==> src/rtl/lcd_cmd_seq.sv <==
// lcd_cmd_seq
//   Buffers host commands in an 8-deep FIFO and issues them one per cycle to
//   an LCD controller while the controller is not busy. Issuing a Write
//   (4'h0) ends the command stream. The sequencer then waits for the
//   controller's done pulse and parks in a terminal FINISH state.
//
// Ports
//   clk          rising-edge clock
//   reset        synchronous, active-high
//   host_cmd     [3:0] command code offered by the host
//   host_valid   host_cmd valid this cycle
//   host_ready   sequencer accepts host_cmd this cycle
//   busy         LCD controller busy (level); issue only while low
//   done         LCD controller frame write-out complete
//   cmd          [3:0] command to the controller; 4'hF (no-op) when idle
//   cmd_valid    one-cycle strobe qualifying cmd
//   cmd_count    [7:0] commands issued since reset, saturating at 255
//   err_illegal  sticky, set when a code 12-15 is handshaken
//   seq_done     high once the frame write-out has completed
module lcd_cmd_seq (
    input  logic       clk,
    input  logic       reset,
    input  logic [3:0] host_cmd,
    input  logic       host_valid,
    output logic       host_ready,
    input  logic       busy,
    input  logic       done,
    output logic [3:0] cmd,
    output logic       cmd_valid,
    output logic [7:0] cmd_count,
    output logic       err_illegal,
    output logic       seq_done
);

    typedef enum logic [1:0] {LOAD, RUN, WAIT_WR, FINISH} state_t;

    localparam logic [3:0] CMD_NOP   = 4'hF;
    localparam logic [3:0] CMD_WRITE = 4'h0;

    state_t     state;
    logic [3:0] mem [8];
    logic [2:0] wr_ptr;
    logic [2:0] rd_ptr;
    logic [3:0] count;

    logic       hs;
    logic       push;
    logic       pop;
    logic [3:0] head;

    // Ready comes from registered state only; a full FIFO refuses even when
    // a pop lands on the same edge.
    assign host_ready = !reset && (count <= 4'd7) && (state != FINISH);
    assign hs         = host_valid && host_ready;
    // Illegal codes complete the handshake but are never stored.
    assign push       = hs && (host_cmd < 4'd12);
    assign pop        = (state == RUN) && (count != 4'd0) && !busy;
    assign head       = mem[rd_ptr];

    // Storage needs no reset; occupancy and pointers define what is valid.
    always_ff @(posedge clk) begin
        if (push) mem[wr_ptr] <= host_cmd;
    end

    always_ff @(posedge clk) begin
        if (reset) begin
            state       <= LOAD;
            wr_ptr      <= 3'd0;
            rd_ptr      <= 3'd0;
            count       <= 4'd0;
            cmd         <= CMD_NOP;
            cmd_valid   <= 1'b0;
            cmd_count   <= 8'd0;
            err_illegal <= 1'b0;
            seq_done    <= 1'b0;
        end else begin
            // Controller decodes Write without cmd_valid, so idle must be NOP.
            cmd       <= CMD_NOP;
            cmd_valid <= 1'b0;

            if (pop) begin
                cmd       <= head;
                cmd_valid <= 1'b1;
                rd_ptr    <= rd_ptr + 3'd1;
                if (cmd_count != 8'hFF) cmd_count <= cmd_count + 8'd1;
            end

            if (push) wr_ptr <= wr_ptr + 3'd1;

            unique case ({push, pop})
                2'b10:   count <= count + 4'd1;
                2'b01:   count <= count - 4'd1;
                default: ;
            endcase

            if (hs && (host_cmd >= 4'd12)) err_illegal <= 1'b1;

            unique case (state)
                LOAD:    if (!busy) state <= RUN;
                RUN:     if (pop && (head == CMD_WRITE)) state <= WAIT_WR;
                WAIT_WR: if (done) begin
                             state    <= FINISH;
                             seq_done <= 1'b1;
                         end
                FINISH:  ;
                default: state <= LOAD;
            endcase
        end
    end

endmodule

==> config.mk <==
export PLATFORM = sky130hd
export DESIGN_NAME = lcd_cmd_seq
export DESIGN_NICKNAME = d
export VERILOG_FILES = /design/src/rtl/lcd_cmd_seq.sv
export SDC_FILE = /design/constraint.sdc
export NUM_CORES = 1
export LEC_CHECK = 0
export BUFFER_PORTS_ARGS = -buffer_cell sky130_fd_sc_hd__buf_2
export CORE_MARGIN = 3
export CORE_UTILIZATION = 52
export DETAILED_ROUTE_END_ITERATION = 8
export PLACE_DENSITY = 0.77
export SYNTH_ARGS = -nofsm -noshare
export SYNTH_HDL_FRONTEND = slang
export SYNTH_SLANG_ARGS = --single-unit
export TNS_END_PERCENT = 10
==> constraint.sdc <==
create_clock -name clk -period 2.4 [get_ports clk]
set_clock_uncertainty 0.1 [all_clocks]
set_input_delay 0.48 -clock clk [delete_from_list [all_inputs] [get_ports clk]]
set_output_delay 0.48 -clock clk [all_outputs]
set_load 0.01 [all_outputs]
==> metrics.txt, run 1 <==
# TYPE chip_impl_metric gauge
chip_impl_metric{name="timing.slew.headroom",unit=""} 0.671
chip_impl_metric{name="firstDrtPassIters",unit=""} 4
chip_impl_metric{name="hold_buffers",unit=""} 0
chip_impl_metric{name="nFillCells",unit=""} 367
chip_impl_metric{name="drt_first_iter_violations",unit=""} 111
chip_impl_metric{name="ant_nets",unit=""} 0
chip_impl_metric{name="finalHoldViolations",unit=""} 0
chip_impl_info{name="critPathCaptureType",value="flip-flop"} 1
chip_impl_metric{name="cts_buffer_depth",unit=""} 2
chip_impl_metric{name="drc_errors",unit=""} 0
chip_impl_metric{name="power.combinational.fraction",unit=""} 0.106
chip_impl_metric{name="cts_resized",unit=""} 0
chip_impl_info{name="cell_with_the_most_instances_after_synthesis",value="edfxtp_1"} 1
chip_impl_metric{name="worstPathRequired",unit="ns"} 2.58
chip_impl_metric{name="grt_total_ovfl",unit=""} 0
chip_impl_metric{name="post-place-ws",unit="ns"} 0.0540
chip_impl_metric{name="number_of_global_route_vias_before_repair",unit=""} 1585
chip_impl_metric{name="clk_transition_reported_paths",unit="ns"} 0.07
chip_impl_metric{name="leakage_power_of_the_design",unit="nW"} 1.18
chip_impl_metric{name="switching_share_of_power",unit=""} 0.224
chip_impl_metric{name="min_path_cells",unit=""} 3
chip_impl_metric{name="period_needed",unit="ns"} 2.30
chip_impl_metric{name="design.final.nets",unit=""} 257
chip_impl_metric{name="yosysWarnings",unit=""} 0
chip_impl_metric{name="num_antenna_cells",unit=""} 0
chip_impl_metric{name="post_cts_buffers",unit=""} 0
chip_impl_metric{name="timing.hold.ws",unit="ns"} 0.289
chip_impl_info{name="synth_top_area_cells",value="edfxtp_1 (37%), dfxtp_1 (23%), mux4_1 (5.1%), ha_1 (4.8%), xor2_1 (4.1%)"} 1
chip_impl_info{name="yosysTopAreaCell",value="edfxtp_1"} 1
chip_impl_metric{name="cts_made_buffers",unit=""} 9
chip_impl_metric{name="final_cell_area",unit="um^2"} 3120
chip_impl_metric{name="postSynthNetCount",unit=""} 218
chip_impl_metric{name="synth_edf_count",unit=""} 32
chip_impl_metric{name="avgRoutedWirePerCell",unit="um"} 15.2
chip_impl_metric{name="synth_sequential_area_ratio",unit=""} 0.603
chip_impl_metric{name="i_o_pins",unit=""} 25
chip_impl_metric{name="initial_cell_density_of_the_core",unit=""} 0.545
chip_impl_info{name="critical_path.startpoint",value="state[0]"} 1
chip_impl_metric{name="pwr-share-clk",unit=""} 0.414
chip_impl_metric{name="p_int",unit="W"} 0.00191
chip_impl_metric{name="detailroute.via_count",unit=""} 1645
chip_impl_metric{name="die_w",unit="um"} 76.6
chip_impl_metric{name="setup_ws",unit="ns"} 0.0977
chip_impl_metric{name="grt_start_max_net_pins",unit=""} 27
chip_impl_metric{name="report.final.setup_viol",unit=""} 0
chip_impl_metric{name="achievable-frequency",unit="MHz"} 434
chip_impl_metric{name="placeableCoreArea",unit="um^2"} 4750
chip_impl_metric{name="grt_pass1_wl",unit="um"} 7760
chip_impl_metric{name="chipHeight",unit="um"} 76.6
chip_impl_metric{name="syn_area_per_cell",unit="um^2"} 13.0
chip_impl_metric{name="power_density",unit="nW/um^2"} 791
chip_impl_info{name="hold_path_class",value="primary input to flip-flop"} 1
chip_impl_metric{name="dpl-instance-area",unit="um^2"} 2870
chip_impl_info{name="hold_start",value="done"} 1
chip_impl_metric{name="number_of_antenna_violations_at_the_first_check_in_global_routing",unit=""} 0
chip_impl_metric{name="totalWireLength",unit="um"} 4710
chip_impl_metric{name="synth.cell_area",unit="um^2"} 2590
chip_impl_metric{name="syn-instance-count",unit=""} 199
chip_impl_metric{name="pwr-share-seq",unit=""} 0.479
chip_impl_info{name="clock-root-buffer",value="clkbuf_8"} 1
chip_impl_metric{name="final_min_period_over_clock_period",unit=""} 0.959
chip_impl_metric{name="postSynth.asyncResetShare",unit=""} 0
chip_impl_metric{name="worst_ep_arrival_time",unit="ns"} 2.48
chip_impl_metric{name="drive_gt1_frac",unit=""} 0.267
chip_impl_metric{name="vias_per_cell",unit=""} 5.31
chip_impl_metric{name="yosys_register_bits",unit=""} 62
chip_impl_metric{name="synthDominantCellAreaShare",unit=""} 0.371
chip_impl_info{name="outcome",value="finished clean"} 1
chip_impl_metric{name="die-area",unit="um^2"} 5870
chip_impl_metric{name="syn_to_final_growth",unit="%"} 20.2
chip_impl_metric{name="fin_tns_setup",unit="ns"} 0
chip_impl_metric{name="synth.distinct_cells",unit=""} 36
chip_impl_metric{name="insertion_delay",unit="ns"} 0.34
chip_impl_metric{name="port_buffers",unit=""} 24
chip_impl_metric{name="routabilityCongestion",unit=""} 0.762
chip_impl_info{name="ys_top_cells_by_count",value="edfxtp_1 (32), dfxtp_1 (30), nor2_1 (23)"} 1
chip_impl_metric{name="cts_sinks",unit=""} 62
chip_impl_metric{name="slew_viol_final",unit=""} 0
chip_impl_metric{name="power.switching",unit="W"} 0.000552
chip_impl_metric{name="groute.usage.overall",unit=""} 0.175
chip_impl_metric{name="post-dp-hpwl",unit="um"} 3220
chip_impl_metric{name="power.total",unit="W"} 0.00247
chip_impl_metric{name="worst-r2r-cell-count",unit=""} 11
chip_impl_metric{name="path_max_fanout",unit=""} 5
chip_impl_metric{name="worst-slew-pin-transition",unit="ns"} 0.492
chip_impl_info{name="r2r-start",value="state[0]"} 1
chip_impl_info{name="cp-start-kind",value="flip-flop"} 1
chip_impl_info{name="ys.flop_type",value="edfxtp_1"} 1
chip_impl_metric{name="max_cap_viols",unit=""} 0
chip_impl_metric{name="std_cell_rows",unit=""} 25
chip_impl_metric{name="cts_max_level",unit=""} 3
chip_impl_info{name="crit_type",value="flip-flop to flip-flop"} 1
chip_impl_metric{name="power.ir.vdd_worst",unit="V"} 0.000421
chip_impl_info{name="tritoncts",value="yes"} 1
sequential cells by signal, indices dropped and copies added, names as in the netlist, named ones only:
| register | cells |
|---|---|
| cmd | 4 |
| count | 4 |
| rd_ptr | 3 |
| cmd_count | 8 |
| seq_done | 1 |
| mem | 32 |
| err_illegal | 1 |
| state | 2 |
| wr_ptr | 3 |
| cmd_valid | 1 |
path summary, 6_finish.rpt:
path                   end  slack (ns)
setup / recovery  count[2]         0.1
hold / removal    seq_done        0.29
setup reg to reg  count[2]         0.1
hold reg to reg   seq_done        0.37
through the flow:
step / util / cells
floorplan: - / 199
global placement: 0.603 / 294
detailed placement: 0.603 / 294
CTS: 0.651 / 310
global route: 0.655 / 310
finish: 0.655 / 310
cells by family (layout without fill, tap and decap cells):
family / Yosys count / in the layout / synth area share
flops: 62 / 62 / 0.603
simple gates: 70 / 70 / 0.137
compound gates: 15 / 15 / 0.0362
mux: 17 / 17 / 0.107
fa+ha+maj: 10 / 10 / 0.0483
xor+xnor: 14 / 14 / 0.0473
buf+inv: 11 / 55 / 0.0222
layer usage:
metal  up-vias  global-route usage  part of all wire
met5         -                   0                 0
met4         0              0.0978             0.013
met3         6              0.0461             0.046
met2        36               0.272              0.49
met1       807               0.223              0.45
li1        796                   -                 -
worst max-delay path, stage by stage, from the launching register on:
cell     delay, ns
dfxtp_1       0.34
ha_2          0.21
nor3_4        0.16
and3_4        0.22
inv_2         0.06
ha_4          0.18
xor2_1        0.14
ha_1          0.19
a21oi_2       0.11
xor2_1        0.08
or3_1         0.33
a21oi_2       0.13
cell type report:
type                    count  area (um^2)  area share
inverters                   4         15.0     0.00482
clock inverters             4         70.1      0.0225
clock buffers              12          155      0.0498
well taps                  67         83.8      0.0269
flip-flops and latches     62         1560       0.501
repair buffers             35          206      0.0663
multi-input cells         126         1020       0.329
cells in the final DEF, fill, tap and decap left out, drive strengths merged, types with 3 or more instances in the layout:
cell type  netlist  layout
buf              3      35
edfxtp          32      32
dfxtp           30      30
nor2            23      23
nand2           14      14
xor2            12      12
clkbuf           4      12
mux2i           10      10
ha              10      10
a21oi            8       8
mux4             7       7
nand4            6       6
nand2b           5       5
inv              4       4
and2             3       3
nand3            3       3
o21ai            3       3
nor3             3       3
power groups by stage:
stage,Combinational [W],Clock [W],Sequential (W)
after floorplan,0.000179,0,0.00120
after global placement,0.000247,0,0.00120
after detailed placement,0.000251,0,0.00120
after CTS,0.000253,0.00104,0.00118
after global routing,0.000294,0.00109,0.00119
final,0.000263,0.00102,0.00118
No activity file was read; power rests on OpenSTA's default activity.
==> inputs of run 2 (changes only) <==
--- a/config.mk
+++ b/config.mk
@@ -6,10 +6,13 @@
 export NUM_CORES = 1
 export LEC_CHECK = 0
 export BUFFER_PORTS_ARGS = -buffer_cell sky130_fd_sc_hd__buf_2
+export CELL_PAD_IN_SITES_DETAIL_PLACEMENT = 0
+export CELL_PAD_IN_SITES_GLOBAL_PLACEMENT = 2
 export CORE_MARGIN = 3
-export CORE_UTILIZATION = 52
+export CORE_UTILIZATION = 38
+export CTS_BUF_LIST = sky130_fd_sc_hd__clkbuf_2 sky130_fd_sc_hd__clkbuf_4 sky130_fd_sc_hd__clkbuf_8
 export DETAILED_ROUTE_END_ITERATION = 8
-export PLACE_DENSITY = 0.77
+export PLACE_DENSITY = 0.82
 export SYNTH_ARGS = -nofsm -noshare
 export SYNTH_HDL_FRONTEND = slang
 export SYNTH_SLANG_ARGS = --single-unit
==> run 2 against run 1 <==
Against the previous run: non-clock buffer count increased by 6; critical path depth decreased by 2; total power decreased by 0.58%; clock power about the same; hold slack got worse by 0.0063 ns; count of clock-buffer cells in the layout decreased by 2; critical path type unchanged.
==> metrics.txt, run 2 (synthesis gave the netlist of run 1 again) <==
# TYPE chip_impl_metric gauge
chip_impl_metric{name="die-area",unit="um^2"} 7850
chip_impl_metric{name="drive_gt1_frac",unit=""} 0.289
chip_impl_metric{name="drc_errors",unit=""} 0
chip_impl_metric{name="drt_first_iter_violations",unit=""} 111
chip_impl_metric{name="number_of_global_route_vias_before_repair",unit=""} 1535
chip_impl_metric{name="grt_total_ovfl",unit=""} 0
chip_impl_info{name="top_registers",value="mem x32, cmd_count x8"} 1
chip_impl_info{name="registers.top_by_ff_count",value="mem"} 1
chip_impl_metric{name="placeableCoreArea",unit="um^2"} 6490
chip_impl_metric{name="die_w",unit="um"} 88.6
chip_impl_info{name="tritoncts",value="yes"} 1
chip_impl_metric{name="design.final.nets",unit=""} 263
chip_impl_metric{name="number_of_antenna_violations_at_the_first_check_in_global_routing",unit=""} 0
chip_impl_metric{name="avgRoutedWirePerCell",unit="um"} 14.2
chip_impl_metric{name="dpl-instance-area",unit="um^2"} 2920
chip_impl_metric{name="power_density",unit="nW/um^2"} 775
chip_impl_info{name="critPathCaptureType",value="flip-flop"} 1
chip_impl_metric{name="post-place-ws",unit="ns"} 0.0449
chip_impl_metric{name="timing.hold.ws",unit="ns"} 0.283
chip_impl_metric{name="post-dp-hpwl",unit="um"} 3200
chip_impl_metric{name="grt_start_max_net_pins",unit=""} 27
chip_impl_metric{name="cts_made_buffers",unit=""} 9
chip_impl_metric{name="insertion_delay",unit="ns"} 0.34
chip_impl_metric{name="groute.usage.overall",unit=""} 0.133
chip_impl_metric{name="num_antenna_cells",unit=""} 0
chip_impl_info{name="cp-start-kind",value="flip-flop"} 1
chip_impl_metric{name="power.ir.vdd_worst",unit="V"} 0.000288
chip_impl_metric{name="report.final.setup_viol",unit=""} 0
chip_impl_metric{name="max_cap_viols",unit=""} 0
chip_impl_metric{name="period_needed",unit="ns"} 2.21
chip_impl_metric{name="cts_buffer_depth",unit=""} 2
chip_impl_metric{name="timing.slew.headroom",unit=""} 0.650
chip_impl_metric{name="worstPathRequired",unit="ns"} 2.57
chip_impl_metric{name="leakage_power_of_the_design",unit="nW"} 1.18
chip_impl_metric{name="ant_nets",unit=""} 0
chip_impl_metric{name="setup_ws",unit="ns"} 0.192
chip_impl_metric{name="syn_to_final_growth",unit="%"} 22.1
chip_impl_info{name="outcome",value="finished clean"} 1
chip_impl_metric{name="final_cell_area",unit="um^2"} 3160
chip_impl_metric{name="routabilityCongestion",unit=""} 0.711
chip_impl_metric{name="hold_buffers",unit=""} 0
chip_impl_info{name="grt_setup_unrepaired",value="no"} 1
chip_impl_metric{name="achievable-frequency",unit="MHz"} 453
chip_impl_metric{name="largest_reg_flops",unit=""} 32
chip_impl_metric{name="slew_viol_final",unit=""} 0
chip_impl_metric{name="worst_ep_arrival_time",unit="ns"} 2.38
chip_impl_info{name="most_used_cells_in_the_layout_excluding_fill_and_tap_cells",value="edfxtp_1 (32), dfxtp_1 (29), buf_2 (24), nor2_1 (23), buf_4 (17)"} 1
chip_impl_metric{name="port_buffers",unit=""} 24
chip_impl_info{name="clock-root-buffer",value="clkbuf_8"} 1
chip_impl_metric{name="finalHoldViolations",unit=""} 0
chip_impl_info{name="crit_type",value="flip-flop to flip-flop"} 1
chip_impl_metric{name="final_core_util",unit=""} 0.487
chip_impl_info{name="mostFrequentLayoutCell",value="edfxtp_1"} 1
chip_impl_metric{name="vias_per_cell",unit=""} 4.89
chip_impl_metric{name="chipHeight",unit="um"} 88.6
chip_impl_metric{name="fin_tns_setup",unit="ns"} 0
chip_impl_metric{name="initial_cell_density_of_the_core",unit=""} 0.399
chip_impl_metric{name="path_max_fanout",unit=""} 6
chip_impl_metric{name="final_min_period_over_clock_period",unit=""} 0.920
chip_impl_metric{name="clk_transition_reported_paths",unit="ns"} 0.07
chip_impl_metric{name="cts_sinks",unit=""} 62
chip_impl_metric{name="cts_max_level",unit=""} 3
chip_impl_metric{name="detailroute.via_count",unit=""} 1594
chip_impl_metric{name="totalWireLength",unit="um"} 4630
chip_impl_metric{name="firstDrtPassIters",unit=""} 4
chip_impl_metric{name="i_o_pins",unit=""} 25
chip_impl_metric{name="worst-slew-pin-transition",unit="ns"} 0.520
chip_impl_metric{name="std_cell_rows",unit=""} 29
chip_impl_metric{name="grt_pass1_wl",unit="um"} 7500
chip_impl_info{name="hold_path_class",value="primary input to flip-flop"} 1
[run 2: changes by cell type in the layout (fill, tap and decap cells not counted), moves of 2 or more]
cell        previous run  this run
clkinvlp_4             0         3
clkinv_2               2         0
clkbuf_8              11         9
buf_4                 10        17
[run 2: routing by layer]
metal  up-vias  track usage  share of wire
met3         8       0.0503          0.049
met5         -            0              0
li1        813            -              -
met1       736        0.181           0.49
met4         0       0.0577          0.021
met2        37        0.190           0.44
[run 2: repair_timing]
action                     in CTS  in global routing
setup endpoints to repair       0                  1
gates resized for setup         0                  5
setup buffers                   0                  1
[run 2: power by group]
part | switching, W | internal, W | total [W] | leakage [nW]
logic | 0.000147 | 0.000139 | 0.000286 | 0.553
clock network | 0.000402 | 0.000592 | 0.000994 | 0.0996
registers | 0.0000224 | 0.00115 | 0.00117 | 0.532
[run 2: final timing paths]
check	depth (start not counted)	startpoint	slack, ns	endpoint
worst min-delay path	3	done	0.28	seq_done
worst max-delay path	9	count[2]	0.19	count[2]
worst min register to register	2	seq_done	0.37	seq_done
worst max register to register	9	count[2]	0.19	count[2]
[run 2: critical path, cell delays in order (launching register included)]
cell	delay (ns)
dfxtp_1	0.35
nor4_1	0.47
nor3b_4	0.11
ha_4	0.20
xor2_2	0.14
ha_2	0.17
a21oi_2	0.11
xor2_1	0.08
or3_1	0.30
a21oi_1	0.12
[run 2: final cells by class]
class | count | area (um^2)
multi-input cells | 126 | 1020
flip-flops and latches | 62 | 1560
repair buffers | 41 | 248
inverters | 4 | 15.0
clock buffers | 10 | 131
fillers | 576 | 3330
well taps | 77 | 96.3
clock inverters | 6 | 86.3
[run 2: stage by stage]
step                total power (W)  cells
finish                      0.00245    326
global route                0.00257    326
CTS                         0.00247    325
detailed placement          0.00147    309
global placement            0.00147    309
floorplan                   0.00138    199
==> inputs of run 3 (changes only) <==
--- a/config.mk
+++ b/config.mk
@@ -12,6 +12,7 @@
 export CORE_UTILIZATION = 38
 export CTS_BUF_LIST = sky130_fd_sc_hd__clkbuf_2 sky130_fd_sc_hd__clkbuf_4 sky130_fd_sc_hd__clkbuf_8
 export DETAILED_ROUTE_END_ITERATION = 8
+export GPL_TIMING_DRIVEN = 0
 export PLACE_DENSITY = 0.82
 export SYNTH_ARGS = -nofsm -noshare
 export SYNTH_HDL_FRONTEND = slang
==> run 3 against run 2 <==
Against the previous run: design area increased by 0.12%; sequential power about the same; via count increased by 0.69%; count of clock-buffer cells in the layout unchanged; combinational power decreased by 2%; core utilization increased by 0.058 points; die area unchanged; sequential cell count unchanged; total power decreased by 1.8%; register-to-register slack got worse by 0.11 ns; sequential share of layout area increased by 0.099 points; fmax decreased by 4.7%; critical path type unchanged.
==> metrics.txt, run 3 (synthesis gave the netlist of run 1 again) <==
# TYPE chip_impl_metric gauge
chip_impl_metric{name="nFillCells",unit=""} 560
chip_impl_metric{name="vias_per_cell",unit=""} 4.97
chip_impl_metric{name="path_max_fanout",unit=""} 4
chip_impl_info{name="slowest_stage",value="dfxtp_4"} 1
chip_impl_metric{name="avgRoutedWirePerCell",unit="um"} 15.0
chip_impl_info{name="clock-root-buffer",value="clkbuf_8"} 1
chip_impl_metric{name="placeableCoreArea",unit="um^2"} 6490
chip_impl_info{name="timing.critical_path.mode_cell",value="ha_4"} 1
chip_impl_info{name="mostFrequentLayoutCell",value="edfxtp_1"} 1
chip_impl_metric{name="slew_viol_final",unit=""} 0
chip_impl_metric{name="port_buffers",unit=""} 23
chip_impl_info{name="registers.top_by_ff_count",value="mem"} 1
chip_impl_metric{name="worst-slew-pin-transition",unit="ns"} 0.581
chip_impl_metric{name="cts_sinks",unit=""} 62
chip_impl_metric{name="power.ir.vdd_worst",unit="V"} 0.000308
chip_impl_metric{name="num_antenna_cells",unit=""} 0
chip_impl_info{name="outcome",value="finished clean"} 1
chip_impl_metric{name="achievable-frequency",unit="MHz"} 432
chip_impl_metric{name="power.total",unit="W"} 0.00241
chip_impl_metric{name="report.final.setup_viol",unit=""} 0
chip_impl_metric{name="die_w",unit="um"} 88.6
chip_impl_metric{name="i_o_pins",unit=""} 25
chip_impl_metric{name="drive_gt1_frac",unit=""} 0.293
chip_impl_metric{name="die-area",unit="um^2"} 7850
chip_impl_info{name="crit_type",value="flip-flop to flip-flop"} 1
chip_impl_metric{name="placed_insts",unit=""} 299
chip_impl_metric{name="detailroute.via_count",unit=""} 1605
chip_impl_info{name="cp-start-kind",value="flip-flop"} 1
chip_impl_metric{name="leakage_power_of_the_design",unit="nW"} 1.17
chip_impl_metric{name="grt_total_ovfl",unit=""} 0
chip_impl_metric{name="initial_cell_density_of_the_core",unit=""} 0.399
chip_impl_metric{name="std_cell_rows",unit=""} 29
chip_impl_metric{name="finish.cell_count_without_fillers",unit=""} 323
chip_impl_metric{name="totalWireLength",unit="um"} 4850
chip_impl_metric{name="chipHeight",unit="um"} 88.6
chip_impl_metric{name="number_of_antenna_violations_at_the_first_check_in_global_routing",unit=""} 0
chip_impl_metric{name="cts_made_buffers",unit=""} 9
chip_impl_info{name="critPathCaptureType",value="flip-flop"} 1
chip_impl_metric{name="routabilityCongestion",unit=""} 0.712
chip_impl_metric{name="post-dp-hpwl",unit="um"} 3290
chip_impl_metric{name="drt_first_iter_violations",unit=""} 73
chip_impl_info{name="most_used_cells_in_the_layout_excluding_fill_and_tap_cells",value="edfxtp_1 (32), dfxtp_1 (27), nor2_1 (23), buf_2 (23), nand2_1 (13)"} 1
chip_impl_metric{name="final_min_period_over_clock_period",unit=""} 0.965
chip_impl_metric{name="cts_buffer_depth",unit=""} 2
chip_impl_metric{name="drc_errors",unit=""} 0
chip_impl_metric{name="worstPathRequired",unit="ns"} 2.57
chip_impl_metric{name="insertion_delay",unit="ns"} 0.34
chip_impl_metric{name="grt_start_max_net_pins",unit=""} 13
chip_impl_metric{name="max_cap_viols",unit=""} 0
chip_impl_metric{name="cts_max_level",unit=""} 3
chip_impl_metric{name="worst_ep_arrival_time",unit="ns"} 2.49
chip_impl_info{name="sequence_of_cells_on_the_critical_path",value="ha_4 -> nor3_4 -> and3_4 -> inv_4 -> ha_4 -> xor2_2 -> ha_2 -> a21oi_2 -> xor2_1 -> or3_1 -> a21oi_1"} 1
chip_impl_info{name="hold_path_class",value="primary input to flip-flop"} 1
chip_impl_metric{name="finalHoldViolations",unit=""} 0
chip_impl_metric{name="ant_nets",unit=""} 0
chip_impl_metric{name="fin_tns_setup",unit="ns"} 0
chip_impl_metric{name="syn_to_final_growth",unit="%"} 22.2
chip_impl_metric{name="hold_buffers",unit=""} 0
chip_impl_metric{name="grt_pass1_wl",unit="um"} 7450
chip_impl_metric{name="period_needed",unit="ns"} 2.32
chip_impl_metric{name="number_of_global_route_vias_before_repair",unit=""} 1538
chip_impl_metric{name="groute.usage.overall",unit=""} 0.132
chip_impl_metric{name="largest_reg_flops",unit=""} 32
chip_impl_metric{name="power_density",unit="nW/um^2"} 760
chip_impl_metric{name="max_stage_delay",unit="ns"} 0.36
chip_impl_metric{name="clk_transition_reported_paths",unit="ns"} 0.07
chip_impl_info{name="top_registers",value="mem x32, cmd_count x8"} 1
chip_impl_metric{name="timing.slew.headroom",unit=""} 0.613
chip_impl_metric{name="firstDrtPassIters",unit=""} 4
chip_impl_metric{name="design.final.nets",unit=""} 260
chip_impl_info{name="tritoncts",value="yes"} 1
run 3: changes by cell type in the layout (fill, tap and decap cells not counted), sizes merged:
cell / before / now
inv: 4 / 5
buf: 41 / 34
bufinv: 2 / 1
clkbuf: 10 / 14
run 3: cell type report:
cell class | count | area (um^2) | area share
sequential | 62 | 1570 | 0.495
multi-input combinational | 126 | 1050 | 0.331
timing repair buffer | 31 | 175 | 0.0553
clock buffer | 10 | 138 | 0.0435
tap | 77 | 96.3 | 0.0304
clock inverter | 6 | 70.1 | 0.0221
buffer | 7 | 52.6 | 0.0166
inverter | 4 | 17.5 | 0.00553
run 3: where the power goes:
part           internal (W)  switching [W]  total (W)
clock network      0.000512       0.000425   0.000938
logic              0.000137       0.000143   0.000280
registers           0.00115      0.0000365    0.00119
run 3: metrics by stage:
| stage | area, um^2 | hold slack, ns | setup slack [ns] | util |
|---|---|---|---|---|
| floorplan | 2630 | 0.362 | 0.0281 | - |
| global placement | 2840 | 0.346 | -0.271 | 0.437 |
| detailed placement | 2840 | 0.356 | -0.278 | 0.437 |
| CTS | 3080 | 0.278 | 0.00489 | 0.474 |
| global route | 3170 | 0.310 | -0.00557 | 0.488 |
| finish | 3170 | 0.285 | 0.0829 | 0.488 |
run 3: repair_timing:
item                                    in CTS  in global routing
endpoints found under the setup margin       2                  9
pin swaps                                    3                  5
resized for setup                            2                 13
buffers inserted                             3                  5
hold endpoints to repair                     0                  0
run 3: critical path, delay by kind of cell, from the launching register on:
kind	cells	cell delay, ns
DFF	1	0.36
and+or+nand+nor	3	0.77
AOI/OAI and AO/OA	2	0.16
xor gates and xnor gates	2	0.28
adders and majority gates	3	0.53
buffers and inverters	1	0.05
run 3: final timing paths:
path              endpoint  startpoint  cells past startpoint  slack [ns]
setup / recovery  count[2]    state[0]                     11        0.08
hold reg to reg   seq_done    seq_done                      2        0.37
setup reg to reg  count[2]    state[0]                     11        0.08
hold / removal    seq_done        done                      3        0.28
run 3: per-layer routing:
metal	GRT usage	share of wire	up-vias
li1	-	-	806
met1	0.177	0.50	762
met2	0.196	0.45	30
met3	0.0363	0.034	7
met4	0.0659	0.020	0
met5	0	0	-
